## src/rtl/tmon_cmd_sequencer_pkg.sv

```systemverilog
// Shared definitions for the tmon command sequencer: the master's operation
// codes, the sequencer FSM states, the queued command record and a
// saturating counter helper.
package tmon_cmd_sequencer_pkg;

    // Operations understood by tmon_master; NOP is the idle request.
    typedef enum logic [2:0] {
        NOP      = 3'd0,
        SET_FRQ  = 3'd1,
        GET_TEMP = 3'd2,
        SET_THR  = 3'd3,
        RD_STAT  = 3'd4
    } TMON_OP;

    typedef enum logic [1:0] {
        IDLE = 2'd0,
        WAIT = 2'd1,
        GAP  = 2'd2
    } TMON_SEQ_STATE;

    // One queued command as stored in the FIFO.
    typedef struct packed {
        TMON_OP     op;
        logic [7:0] data;
    } tmon_cmd_t;

    // Increment that sticks at 255 instead of wrapping.
    function automatic logic [7:0] sat_inc8(input logic [7:0] v);
        return (v == 8'hFF) ? v : v + 8'd1;
    endfunction

endpackage

```

## src/rtl/tmon_cmd_sequencer_if.sv

```systemverilog
// Push channel into the command sequencer. The controller (or bench) is the
// master and offers commands; the sequencer is the slave and returns ready.
interface tmon_cmd_sequencer_if;
    import tmon_cmd_sequencer_pkg::*;

    logic       push_valid;
    TMON_OP     push_op;
    logic [7:0] push_data;
    logic       push_ready;

    modport master (
        output push_valid,
        output push_op,
        output push_data,
        input  push_ready
    );

    modport slave (
        input  push_valid,
        input  push_op,
        input  push_data,
        output push_ready
    );

endinterface

```

## src/rtl/tmon_cmd_fifo.sv

```systemverilog
// Small synchronous command FIFO for the sequencer. Pointers wrap naturally
// (DEPTH is a power of two); a separate occupancy counter one bit wider
// distinguishes full from empty. The head is read straight from the array so
// an entry written on one edge can be popped on the very next edge.
module tmon_cmd_fifo
    import tmon_cmd_sequencer_pkg::*;
#(
    parameter int DEPTH = 4
) (
    input  logic       Clock,
    input  logic       Reset,
    input  logic       push,
    input  TMON_OP     push_op,
    input  logic [7:0] push_data,
    input  logic       pop,
    output TMON_OP     head_op,
    output logic [7:0] head_data,
    output logic       full,
    output logic       empty
);

    localparam int AW = $clog2(DEPTH);

    tmon_cmd_t       mem [DEPTH];
    logic [AW-1:0]   wr_ptr_reg;
    logic [AW-1:0]   rd_ptr_reg;
    logic [AW:0]     count_reg;
    logic            do_push;
    logic            do_pop;

    // A push while full is dropped, so nothing is ever overwritten.
    assign do_push = push && !full && !Reset;
    assign do_pop  = pop && !empty;

    assign full      = (count_reg == (AW+1)'(DEPTH));
    assign empty     = (count_reg == '0);
    assign head_op   = mem[rd_ptr_reg].op;
    assign head_data = mem[rd_ptr_reg].data;

    // Storage array: no reset needed, validity is tracked by the counter.
    always_ff @(posedge Clock) begin
        if (do_push) begin
            mem[wr_ptr_reg] <= '{op: push_op, data: push_data};
        end
    end

    // Pointer and occupancy bookkeeping.
    always_ff @(posedge Clock) begin
        if (Reset) begin
            wr_ptr_reg <= '0;
            rd_ptr_reg <= '0;
            count_reg  <= '0;
        end else begin
            if (do_push) begin
                wr_ptr_reg <= wr_ptr_reg + AW'(1);
            end
            if (do_pop) begin
                rd_ptr_reg <= rd_ptr_reg + AW'(1);
            end
            case ({do_push, do_pop})
                2'b10:   count_reg <= count_reg + (AW+1)'(1);
                2'b01:   count_reg <= count_reg - (AW+1)'(1);
                default: count_reg <= count_reg;
            endcase
        end
    end

endmodule

```

## src/rtl/tmon_cmd_sequencer.sv

```systemverilog
// Host-side command initiator for tmon_master. Commands are queued in a
// small FIFO and issued one at a time on request/reqData; the FSM then waits
// for Done (or a timeout), returns to NOP and insists on Done dropping before
// the next issue.
// Optional feature macro: TMON_SEQ_RETRY_EN -- reissue a timed-out command
// once from a held copy before reporting it as failed.
module tmon_cmd_sequencer
    import tmon_cmd_sequencer_pkg::*;
#(
    parameter int DEPTH          = 4,
    parameter int TIMEOUT_CYCLES = 16
) (
    input  logic                  Clock,
    input  logic                  Reset,
    tmon_cmd_sequencer_if.slave   push_if,
    output TMON_OP                request,
    output logic [7:0]            reqData,
    input  logic                  Done,
    output logic                  busy,
    output logic                  cmd_done,
    output logic                  err_timeout,
    output logic [7:0]            err_count
);

    localparam int             TW         = $clog2(TIMEOUT_CYCLES);
    localparam logic [TW-1:0]  TIMER_LAST = TW'(TIMEOUT_CYCLES - 1);

    TMON_OP        head_op;
    logic [7:0]    head_data;
    logic          fifo_full;
    logic          fifo_empty;
    logic          fifo_pop;
    logic          fifo_push;

    TMON_SEQ_STATE state_reg,       state_next;
    logic [TW-1:0] timer_reg,       timer_next;
    TMON_OP        request_reg,     request_next;
    logic [7:0]    req_data_reg,    req_data_next;
    logic          cmd_done_reg,    cmd_done_next;
    logic          err_timeout_reg, err_timeout_next;
    logic [7:0]    err_count_reg,   err_count_next;
`ifdef TMON_SEQ_RETRY_EN
    logic          retry_reg,       retry_next;
    TMON_OP        held_op_reg,     held_op_next;
    logic [7:0]    held_data_reg,   held_data_next;
`endif

    assign push_if.push_ready = !fifo_full && !Reset;
    assign fifo_push          = push_if.push_valid && push_if.push_ready;

    tmon_cmd_fifo #(
        .DEPTH (DEPTH)
    ) u_fifo (
        .Clock     (Clock),
        .Reset     (Reset),
        .push      (fifo_push),
        .push_op   (push_if.push_op),
        .push_data (push_if.push_data),
        .pop       (fifo_pop),
        .head_op   (head_op),
        .head_data (head_data),
        .full      (fifo_full),
        .empty     (fifo_empty)
    );

    // Next-state and output decode for the issue/wait/gap sequence.
    always_comb begin
        state_next       = state_reg;
        timer_next       = timer_reg;
        request_next     = request_reg;
        req_data_next    = req_data_reg;
        cmd_done_next    = 1'b0;
        err_timeout_next = 1'b0;
        err_count_next   = err_count_reg;
        fifo_pop         = 1'b0;
`ifdef TMON_SEQ_RETRY_EN
        retry_next       = retry_reg;
        held_op_next     = held_op_reg;
        held_data_next   = held_data_reg;
`endif
        case (state_reg)
            IDLE: begin
`ifdef TMON_SEQ_RETRY_EN
                // A pending retry takes priority over the queue.
                if (retry_reg) begin
                    request_next  = held_op_reg;
                    req_data_next = held_data_reg;
                    timer_next    = '0;
                    state_next    = WAIT;
                end else
`endif
                if (!fifo_empty) begin
                    fifo_pop      = 1'b1;
                    request_next  = head_op;
                    req_data_next = head_data;
                    timer_next    = '0;
                    state_next    = WAIT;
`ifdef TMON_SEQ_RETRY_EN
                    held_op_next   = head_op;
                    held_data_next = head_data;
`endif
                end
            end
            WAIT: begin
                timer_next = timer_reg + TW'(1);
                // Done is checked first so it wins over a coincident timeout.
                if (Done) begin
                    request_next  = NOP;
                    req_data_next = 8'h00;
                    cmd_done_next = 1'b1;
                    state_next    = GAP;
`ifdef TMON_SEQ_RETRY_EN
                    retry_next    = 1'b0;
`endif
                end else if (timer_reg == TIMER_LAST) begin
                    request_next  = NOP;
                    req_data_next = 8'h00;
                    state_next    = GAP;
`ifdef TMON_SEQ_RETRY_EN
                    if (!retry_reg) begin
                        retry_next = 1'b1;
                    end else begin
                        retry_next       = 1'b0;
                        err_timeout_next = 1'b1;
                        err_count_next   = sat_inc8(err_count_reg);
                    end
`else
                    err_timeout_next = 1'b1;
                    err_count_next   = sat_inc8(err_count_reg);
`endif
                end
            end
            GAP: begin
                // Hold NOP until the master has released Done.
                if (!Done) begin
                    state_next = IDLE;
                end
            end
            default: begin
                state_next = IDLE;
            end
        endcase
    end

    // State register; reset abandons any in-flight command silently.
    always_ff @(posedge Clock) begin
        if (Reset) begin
            state_reg       <= IDLE;
            timer_reg       <= '0;
            request_reg     <= NOP;
            req_data_reg    <= 8'h00;
            cmd_done_reg    <= 1'b0;
            err_timeout_reg <= 1'b0;
            err_count_reg   <= 8'h00;
`ifdef TMON_SEQ_RETRY_EN
            retry_reg       <= 1'b0;
            held_op_reg     <= NOP;
            held_data_reg   <= 8'h00;
`endif
        end else begin
            state_reg       <= state_next;
            timer_reg       <= timer_next;
            request_reg     <= request_next;
            req_data_reg    <= req_data_next;
            cmd_done_reg    <= cmd_done_next;
            err_timeout_reg <= err_timeout_next;
            err_count_reg   <= err_count_next;
`ifdef TMON_SEQ_RETRY_EN
            retry_reg       <= retry_next;
            held_op_reg     <= held_op_next;
            held_data_reg   <= held_data_next;
`endif
        end
    end

    assign request     = request_reg;
    assign reqData     = req_data_reg;
    assign cmd_done    = cmd_done_reg;
    assign err_timeout = err_timeout_reg;
    assign err_count   = err_count_reg;
`ifdef TMON_SEQ_RETRY_EN
    assign busy = (state_reg != IDLE) || !fifo_empty || retry_reg;
`else
    assign busy = (state_reg != IDLE) || !fifo_empty;
`endif

endmodule
```

## src/flat_wrapper.sv

```systemverilog
// flat-port wrapper written by rule: the top's interface ports become plain ports
module tmon_cmd_sequencer_flat import tmon_cmd_sequencer_pkg::*;
#(
    parameter int DEPTH          = 4,
    parameter int TIMEOUT_CYCLES = 16
)
  (Clock, Reset, request, reqData, Done, busy, cmd_done, err_timeout, err_count, push_if_push_valid, push_if_push_op, push_if_push_data, push_if_push_ready);
  tmon_cmd_sequencer_if push_if_i ();
  input  logic Clock;
  input  logic Reset;
  output TMON_OP request;
  output logic [7:0] reqData;
  input  logic Done;
  output logic busy;
  output logic cmd_done;
  output logic err_timeout;
  output logic [7:0] err_count;
  input wire logic [$bits(push_if_i.push_valid)-1:0] push_if_push_valid;
  input wire logic [$bits(push_if_i.push_op)-1:0] push_if_push_op;
  input wire logic [$bits(push_if_i.push_data)-1:0] push_if_push_data;
  output wire logic [$bits(push_if_i.push_ready)-1:0] push_if_push_ready;
  assign push_if_i.push_valid = push_if_push_valid;
  assign push_if_i.push_op = push_if_push_op;
  assign push_if_i.push_data = push_if_push_data;
  assign push_if_push_ready = push_if_i.push_ready;
  tmon_cmd_sequencer #(.DEPTH(DEPTH), .TIMEOUT_CYCLES(TIMEOUT_CYCLES)) u_core (.Clock(Clock), .Reset(Reset), .push_if(push_if_i), .request(request), .reqData(reqData), .Done(Done), .busy(busy), .cmd_done(cmd_done), .err_timeout(err_timeout), .err_count(err_count));
endmodule
```

## config.mk

```make
export PLATFORM = sky130hd
export DESIGN_NAME = tmon_cmd_sequencer_flat
export DESIGN_NICKNAME = d
export VERILOG_FILES = /design/src/rtl/tmon_cmd_sequencer_pkg.sv /design/src/rtl/tmon_cmd_sequencer_if.sv /design/src/rtl/tmon_cmd_fifo.sv /design/src/rtl/tmon_cmd_sequencer.sv /design/src/flat_wrapper.sv
export SDC_FILE = /design/constraint.sdc
export NUM_CORES = 1
export LEC_CHECK = 0
export ABC_AREA = 1
export BUFFER_PORTS_ARGS = -buffer_cell sky130_fd_sc_hd__buf_2
export CAP_MARGIN = 20
export CORE_ASPECT_RATIO = 1.25
export CORE_UTILIZATION = 50
export DETAILED_ROUTE_END_ITERATION = 6
export PLACE_DENSITY_LB_ADDON = 0.08
export SLEW_MARGIN = 30
export SYNTH_ARGS = -nofsm -noshare
export SYNTH_HDL_FRONTEND = slang
export SYNTH_SLANG_ARGS = --single-unit
```

## constraint.sdc

```tcl
create_clock -name Clock -period 2.9 [get_ports Clock]
set_input_delay 0.435 -clock Clock [delete_from_list [all_inputs] [get_ports Clock]]
set_output_delay 0.435 -clock Clock [all_outputs]
set_load 0.01 [all_outputs]
```

Word level (Yosys, flattened, before mapping)
Memory sizes are Yosys's and may differ from the RTL's. A register that Yosys moved wholly into a read port is not among the register bits.
Cells that the tools add are included.
W data, S select, Z words.
{"block": "classes", "reduce_logical": 20, "mul": 0, "magnitude_cmp": 0, "shifts": 0, "bitwise": 3, "n_mux": 24, "addsub": 6, "n_eq_ne": 10, "n_div": 0}
{"operator": "$mux W8", "n": 3}
{"operator": "$pmux W8 S2", "n": 1}
{"operator": "$mux W2", "n": 6}
{"operator": "$pmux W3 S2", "n": 2}
{"operator": "$mux W3", "n": 3}
{"operator": "$add A8 B1 Y8 const B", "n": 1}
{"operator": "$eq A8 B8 Y1 const B", "n": 1}
{"operator": "$pmux W4 S2", "n": 1}
{"operator": "$mux W1", "n": 6}
{"operator": "$pmux W2 S3", "n": 1}
{"operator": "$reduce_and A3 Y1", "n": 2}
{"operator": "$reduce_bool A2 Y1", "n": 3}
{"operator": "$logic_and A1 B1 Y1", "n": 5}
{"operator": "$add A2 B1 Y2 const B", "n": 2}
{"operator": "$add A4 B1 Y4 const B", "n": 1}
{"operator": "$eq A2 B1 Y1 const B", "n": 2}
{"operator": "$eq A2 B2 Y1 const B", "n": 2}
{"operator": "$eq A4 B4 Y1 const B", "n": 1}
{"operator": "$mux W4", "n": 1}
{"operator": "$ne A2 B2 Y1 const B", "n": 2}
{"operator": "$reduce_and A4 Y1", "n": 1}
{"operator": "$add A3 B1 Y3 const B", "n": 1}
{"operator": "$eq A3 B3 Y1 const B", "n": 1}
{"operator": "$logic_not A1 Y1", "n": 3}
{"operator": "9 further kinds", "n": 11}
{"block": "totals", "mem_bits_ro": 0, "ramBits": 44, "latch_bits": 0, "register_bits": 34, "word_cells": 74, "mem_count": 1}
{"memory": "u_core.u_fifo.mem", "words": 4, "width": 11, "rd": 1, "rd_ports_with_merged_regs": 1, "write_ports": 1, "line": "tmon_cmd_fifo.sv:24", "text": "tmon_cmd_t mem [DEPTH];"}

Depth between registers and ports, before layout
Gate-level depths: netlist (run 1).
{"block": "logic_depth", "ltp_word": 8, "mapped_depth": 10}

By module
Synthesis (run 1) repeated with hierarchy kept, for this count alone.
{"block": "hier_totals", "cells_unflattened": 379, "hier_area_um2": 3530.9}
{"module": "tmon_cmd_fifo", "seq_area_each_um2": 1501.4, "instances": 1, "cells_each": 179, "area_per_inst_um2": 2175.8}
{"module": "tmon_cmd_sequencer", "seq_area_each_um2": 540.5, "instances": 1, "cells_each": 200, "area_per_inst_um2": 1355.0}

Worst setup path after synthesis (run 1)
No wires, ideal clock.
{"block": "synth_path", "kind": "register to register", "start": "register u_core.u_fifo.count_reg[0]", "end": "register u_core.u_fifo.count_reg[2]", "slack_ns": 0.703, "t_arrival_ns": 2.075, "stages_incl_launch_ff": 10, "path_buffers": 0, "path_cell_list": "dfxtp_1 > nor2_1 > a21oi_1 > nand2_1 > ha_1 > fa_1 > a21oi_1 > o21ai_0 > o21ai_0 > a21oi_1"}
{"block": "synth_between", "elab_chain_cells": 8}
{"item": "start, declared", "line": "tmon_cmd_fifo.sv:27", "text": "logic [AW:0] count_reg;"}
{"item": "start signal, assigned", "line": "tmon_cmd_fifo.sv:61", "text": "2'b10: count_reg <= count_reg + (AW+1)'(1);"}
{"item": "start signal, assigned", "line": "tmon_cmd_fifo.sv:62", "text": "2'b01: count_reg <= count_reg - (AW+1)'(1);"}
{"item": "start signal, assigned", "line": "tmon_cmd_fifo.sv:63", "text": "default: count_reg <= count_reg;"}
{"item": "$eq A3 B3 Y1 *", "line": "tmon_cmd_fifo.sv:35", "text": "assign full = (count_reg == (AW+1)'(DEPTH));"}
{"item": "$logic_not A1 Y1 *", "line": "tmon_cmd_sequencer.sv:48", "text": "assign push_if.push_ready = !fifo_full && !Reset;"}
{"item": "$logic_and A1 B1 Y1 *", "line": "tmon_cmd_sequencer.sv:48"}
{"item": "via push_if_push_ready", "line": "flat_wrapper.sv:21", "text": "output wire logic [$bits(push_if_i.push_ready)-1:0] push_if_push_ready;"}
{"item": "$logic_and A1 B1 Y1 *", "line": "tmon_cmd_sequencer.sv:49", "text": "assign fifo_push = push_if.push_valid && push_if.push_ready;"}
{"item": "$logic_and A1 B1 Y1 * (2 in a row)", "line": "tmon_cmd_fifo.sv:32", "text": "assign do_push = push && !full && !Reset;"}
{"item": "$eq A2 B1 Y1 or $eq A2 B2 Y1 (tied branches)", "line": "tmon_cmd_fifo.sv:60", "text": "case ({do_push, do_pop})"}
{"item": "$pmux W3 S2 or $reduce_bool A2 Y1 (tied branches)"}
The timed path passes the listed nets; every way through them passes the cells marked *.
A chain may end at the register's enable or synchronous reset.

Worst setup path in the final report (run 1)
{"block": "layout_path", "start": "register u_core.u_fifo.count_reg[0]", "end": "register u_core.u_fifo.count_reg[2]"}
{"block": "layout_between", "elab_chain_cells": 8}
{"item": "$eq A3 B3 Y1", "line": "tmon_cmd_fifo.sv:35"}
{"item": "$logic_not A1 Y1", "line": "tmon_cmd_fifo.sv:32, tmon_cmd_sequencer.sv:48"}
{"item": "$logic_and A1 B1 Y1", "line": "tmon_cmd_sequencer.sv:48"}
{"item": "$logic_and A1 B1 Y1", "line": "tmon_cmd_sequencer.sv:49"}
{"item": "$logic_and A1 B1 Y1 (2 in a row)", "line": "tmon_cmd_fifo.sv:32"}
{"item": "$eq A2 B1 Y1 or $eq A2 B2 Y1 (tied branches)", "line": "tmon_cmd_fifo.sv:60"}
{"item": "$pmux W3 S2 or $reduce_bool A2 Y1 (tied branches)"}
Several ways; a longest one is shown, not always the timed one.

==> impl_metrics.py, run 1 <==
metrics = {
    "outcome": {
        "status": "finished clean",
    },
    "routing": {
        "drt_iter0_markers": 141,
        "routed_wl_um": 6580,
        "vias": 2625,
        "drtAntennaViolNets": 0,
        "drc_errors": 0,
        "dr.pass1.iters": 4,
        "wl_met3_um": 331,
        "met2_length_um": 3490,
        "wl_per_cell_um": 12.1,
        "drt-met1-wl_um": 2650,
        "avgViaCountPerCell": 4.84,
        "top_layer_used": "met4",
    },
    "cts": {
        "post_cts_buffers": 0,
        "cts_buffers": 9,
        "cts_resized": 0,
        "cts.sinks": 80,
        "cts_tree": "built",
        "clock_path_buffers": 2,
        "clk_pin_slew_ps": 80,
        "cts_root_buf": "clkbuf_8",
        "cts_hold_buffers": 0,
        "h-tree-depth": 3,
        "clk_latency_ps": 350,
    },
    "place": {
        "hpwl_um": 4570,
        "place.gp.congestion": 0.781,
        "dp_worst_setup_slack_ps": 468,
        "port-buffer-count": 37,
    },
    "floorplanning": {
        "core_um2": 6690,
        "fp-row-count": 33,
        "die-width_um": 77.0,
        "start_util_pct": 52.6,
        "pin_count": 38,
        "die_h_um": 95.8,
        "dieArea_um2": 7380,
    },
    "timing": {
        "slew_violations": 0,
        "tightest_slew_ps": 696,
        "fin_crit_sh_pct": 77.1,
        "finalHoldViolCount": 0,
        "fmax_mhz": 447,
        "slew_headroom_pct": 53.5,
        "setup_tns_ps": 0,
        "skew_ps": 9.73,
        "setup_slack_ps": 664,
        "min_period_ps": 2240,
        "rsz0062_at_grt": "no",
        "final-setup-viol-count": 0,
    },
    "synthesis": {
        "synth_area_leader_cell": "edfxtp_1",
        "yosys-top-cells-area": "edfxtp_1 (38%), dfxtp_1 (20%), nand2_1 (12%)",
        "syn_nets": 432,
        "avgSynthCellArea_um2": 8.60,
        "synth_seq_cells": 80,
        "synth_top_area_share_pct": 37.6,
        "yosys.cell_types.count": 24,
        "synth.cell_area_um2": 3520,
        "synthCells": 409,
        "yosysSeqAreaShare_pct": 58.0,
        "synth_warnings": 0,
    },
    "worst_setup_path": {
        "r2r_start": "u_core.u_fifo.count_reg[0]",
        "cp.arrival_ps": 2470,
        "r2r_cells": 9,
        "worstSetupPathType": "reg -> reg",
        "worstPathCellList": "nor2_1 -> a21oi_1 -> nand2_1 -> ha_1 -> fa_1 -> a21oi_1 -> o21ai_0 -> o21ai_0 -> a21oi_1",
        "cp-end-kind": "register",
        "cpPeakStageDelay_ps": 440,
        "cp-start-kind": "register",
        "cpMostUsedCell": "a21oi_1",
        "required_ps": 3130,
        "critPathMaxFanout": 7,
        "r2r-end": "u_core.u_fifo.count_reg[2]",
        "r2r_slack_ps": 660,
        "cp_slowest_cell": "fa_1",
    },
    "cells_and_area": {
        "final_cell_mix": "nand2_1 (114), inv_1 (70), nor2_1 (44), edfxtp_1 (44)",
        "largest_reg_flops": 44,
        "final_common_cell": "nand2_1",
        "fin_nets": 473,
        "layout-drive-gt1-share_pct": 13.6,
        "diodes": 0,
        "area_growth_pct": 12.6,
    },
    "min_path": {
        "hold_class": "in -> reg",
        "min_from": "push_if_push_data[1]",
        "hold_end": "u_core.u_fifo.mem[3][1]",
        "min_path_cells": 1,
    },
    "pwr": {
        "irDropWorstVdd_mv": 0.534,
        "power_leakage_nw": 1.86,
        "power_density_nw_per_um2": 845,
    },
    "global_routing": {
        "grt.total_usage_pct": 19.8,
        "grt_pass1_vias": 2463,
        "grt_overflow": 0,
        "antenna_found_initial": 0,
        "grt_pass1_wl_um": 11100,
        "grt_max_degree": 25,
    },
    "job": {
        "cap_violations": 0,
    },
}
[how the worst max path moves through the flow]
stage / start / endpoint / slack, ps / depth (start not counted)
5_1_grt: u_core.u_fifo.count_reg[0] / u_core.u_fifo.count_reg[2] / 340 / 9
2_1_floorplan: u_core.u_fifo.count_reg[0] / u_core.u_fifo.count_reg[2] / 700 / 9
3_5_place_dp: Reset / u_core.u_fifo.count_reg[2] / 470 / 9
6_report: u_core.u_fifo.count_reg[0] / u_core.u_fifo.count_reg[2] / 660 / 9
4_1_cts: u_core.u_fifo.count_reg[0] / u_core.u_fifo.count_reg[2] / 640 / 9
3_3_place_gp: Reset / u_core.u_fifo.count_reg[2] / 560 / 9
[worst max-delay path: cells and delay by family, from the launching register on]
kind                       cells  cell delay (ps)
and+or+nand+nor                2              280
DFF                            1              390
adders and majority gates      2              740
AOI/OAI and AO/OA              5              710
[kinds of logic (layout without fill, tap and decap cells)]
family                     after synthesis  after routing  synth area share, %
and+or+nand+nor                        206            206                 24.1
xor gates and xnor gates                 4              4                0.996
DFF                                     80             80                 58.0
AOI/OAI and AO/OA                       28             28                 4.37
buffers and inverters                   83            129                 9.46
adders and majority gates                8              8                 3.06
[where the power goes]
part | switching, mW | leakage, nW | internal [mW] | total, mW
logic | 0.774 | 1.07 | 0.393 | 1.17
registers | 0.0880 | 0.694 | 1.35 | 1.43
clock network | 0.379 | 0.0957 | 0.369 | 0.748
[cell usage after synthesis, drive strengths merged]
cell	n
clkbuf	3
fa	1
nand4	2
o21ai	10
a21oi	17
ha	7
buf	9
nand2	116
dfxtp	36
edfxtp	44
o21bai	1
nor3	4
and3	1
nor2	46
xor2	4
nand3	37
inv	71
[per-stage QoR]
step	util [%]	area (um^2)	instances	total power [mW]	hold WS (ps)
finish	59.2	3960	542	3.35	301
global route	59.2	3960	542	3.64	295
CTS	59.2	3960	542	3.40	289
detailed placement	56.6	3780	526	2.65	469
global placement	56.6	3780	526	2.62	458
floorplan	-	3520	409	2.40	454
[cell type report]
cell class,instances,area (um^2)
flip-flops and latches,80,2040
clock buffers,13,164
inverters,71,267
multi-input cells,246,1140
well taps,87,109
fillers,620,2730
clock inverters,3,15.0
repair buffers,42,223
[routing by layer]
metal,vias up,track usage (%)
li1,1361,-
met1,1203,21.6
met2,55,35.6
met3,6,3.51
met4,0,13.1
met5,-,0
Note: power is estimated with default switching activity, not from simulation.
==> inputs of run 2 (changes only) <==
ABC_AREA = 0   (was 1)
clock period = 2.14 ns   (was 2.9 ns; I/O delays follow)
==> run 2 against run 1 <==
Maximum frequency up 9.3%; clock skew decreased by 2.2 ps; via count down 29%; synthesized cell count decreased by 47%; critical path depth decreased by 1; combinational power about the same; highest routed layer unchanged; non-clock buffer count increased by 8; routed wire length decreased by 23%; critical path type unchanged; register-to-register slack got worse by 570 ps; sequential share of layout area is 4.1 points higher; count of clock-buffer cells in the layout is 1 higher; largest power group unchanged.
==> impl_metrics.py, run 2 <==
metrics = {
    "pwr": {
        "power_density_nw_per_um2": 1110,
        "power_leakage_nw": 1.39,
        "p_total_mw": 4.09,
        "irDropWorstVdd_mv": 0.795,
    },
    "worst_setup_path": {
        "cp-end-kind": "register",
        "cpPeakStageDelay_ps": 390,
        "worstPathCellList": "or3_4 -> nand2_2 -> inv_1 -> ha_4 -> fa_2 -> xnor2_1 -> or3_1 -> a21oi_1",
        "cp.arrival_ps": 2320,
        "r2r_slack_ps": 90,
        "cp_num_buf_inv": 1,
        "cp_slowest_cell": "or3_4",
        "worstSetupPathType": "reg -> reg",
        "cp-start-kind": "register",
        "startpoint": "u_core.u_fifo.count_reg[0]",
        "r2r_start": "u_core.u_fifo.count_reg[0]",
        "critPathMaxFanout": 4,
        "cp_top_family": "simple AND/OR/NAND/NOR gates",
        "required_ps": 2410,
    },
    "timing": {
        "tightest_slew_ps": 907,
        "slew_violations": 0,
        "finalHoldViolCount": 0,
        "skew_ps": 7.51,
        "fin_crit_sh_pct": 95.6,
        "hold_slack_ps": 196,
        "min_period_ps": 2050,
        "fmax_mhz": 489,
        "final-setup-viol-count": 0,
        "slew_headroom_pct": 39.3,
        "setup_tns_ps": 0,
    },
    "routing": {
        "dr.pass1.iters": 4,
        "drtAntennaViolNets": 0,
        "vias": 1852,
        "wl_per_cell_um": 14.2,
        "avgViaCountPerCell": 5.19,
        "routed_wl_um": 5060,
        "drc_errors": 0,
        "drt_iter0_markers": 103,
    },
    "cts": {
        "clk_pin_slew_ps": 70,
        "clk_latency_ps": 340,
        "cts.sinks": 80,
        "cts_tree": "built",
        "clock_path_buffers": 2,
        "cts_hold_buffers": 0,
        "cts_buffers": 9,
        "h-tree-depth": 3,
        "cts_root_buf": "clkbuf_8",
    },
    "synthesis": {
        "synth_common_cells": "edfxtp_1 (44), dfxtp_1 (36), nor2_1 (19)",
        "yosys-top-cells-area": "edfxtp_1 (43%), dfxtp_1 (23%), mux4_2 (8.0%)",
        "synth_area_leader_cell": "edfxtp_1",
        "yosysSeqAreaShare_pct": 65.9,
        "synth_edf_count": 44,
        "yosysMostFrequentCell": "edfxtp_1",
        "syn_nets": 239,
        "synth-main-ff-cell": "edfxtp_1",
        "synth_top_area_share_pct": 42.6,
        "async_flop_share_pct": 0,
        "synth_seq_cells": 80,
        "yosys.cell_types.count": 37,
        "synth_warnings": 0,
        "synth.cell_area_um2": 3100,
        "synthCells": 216,
        "avgSynthCellArea_um2": 14.3,
    },
    "min_path": {
        "hold_class": "in -> reg",
        "min_from": "push_if_push_data[2]",
    },
    "place": {
        "dp_cells": 341,
        "place.gp.congestion": 0.754,
        "port-buffer-count": 37,
        "hpwl_um": 3360,
    },
    "floorplanning": {
        "dieArea_um2": 6520,
        "core_um2": 5900,
        "fp-row-count": 31,
        "pin_count": 38,
        "die_h_um": 90.0,
        "start_util_pct": 52.5,
        "die-width_um": 72.4,
    },
    "cells_and_area": {
        "final_cell_mix": "edfxtp_1 (44), buf_2 (37), dfxtp_1 (35), nor2_1 (19), a21oi_1 (14)",
        "largest_reg_flops": 44,
        "instances_no_fill": 357,
        "final_common_cell": "edfxtp_1",
        "fin_nets": 293,
        "layout-drive-gt1-share_pct": 31.3,
        "diodes": 0,
        "area_growth_pct": 18.6,
    },
    "outcome": {
        "status": "finished clean",
    },
    "global_routing": {
        "grt.total_usage_pct": 17.1,
        "grt_max_degree": 28,
        "antenna_found_initial": 0,
        "grt_pass1_vias": 1787,
        "grt_overflow": 0,
        "grt_pass1_wl_um": 8180,
    },
    "job": {
        "cap_violations": 0,
    },
}
[run 2: cell families after synthesis]
kind of cell	synth area share [%]
AO/OA/AOI/OAI	8.93
AND/OR/NAND/NOR	9.29
XOR/XNOR	1.98
flip-flops	65.9
buffers and inverters	1.78
adder cells (fa/ha/maj)	3.47
multiplexers	8.64
[run 2: layer usage]
metal	part of all wire (%)	GRT usage (%)	routed length [um]	vias to the layer above
li1	-	-	-	925
met1	44	20.3	2250	878
met5	0	0	0	-
met3	3.7	4.60	187	8
met2	50	27.3	2520	41
met4	2.0	10.1	102	0
[run 2: what timing repair did]
action | 4_1_cts | 5_1_grt
resized for setup | 1 | 3
pin swaps | 0 | 1
endpoints found under the setup margin | 1 | 1
setup buffers | 0 | 0
[run 2: worst paths after layout]
| path | end | depth (start not counted) |
|---|---|---|
| worst max register to register | u_core.u_fifo.count_reg[2] | 8 |
| worst min register to register | u_core.reqData[0] | 1 |
| worst min-delay path | u_core.u_fifo.mem[2][2] | 1 |
| worst max-delay path | u_core.u_fifo.count_reg[2] | 8 |
[run 2: through the flow]
step	area [um^2]	utilization [%]	worst slack [ps]
floorplan	3120	-	13.4
global placement	3470	58.9	26.7
detailed placement	3470	58.9	-21.3
CTS	3660	62.0	1.10
global route	3670	62.3	-13.5
finish	3670	62.3	94.2
[run 2: where the power goes]
part | total, mW | internal [mW] | switching [mW] | leakage, nW
Clock | 1.00 | 0.517 | 0.488 | 0.0970
Sequential | 1.92 | 1.81 | 0.113 | 0.693
Combinational | 1.16 | 0.583 | 0.575 | 0.596
Total | 4.09 | 2.91 | 1.18 | 1.39
[run 2: final cells by class]
cell class,count,area (um^2)
Tap cell,82,103
Clock inverter,2,11.3
Fill cell,501,2220
Timing Repair Buffer,50,283
Inverter,7,26.3
Clock buffer,14,173
Multi-Input combinational cell,122,1040
Sequential cell,80,2040
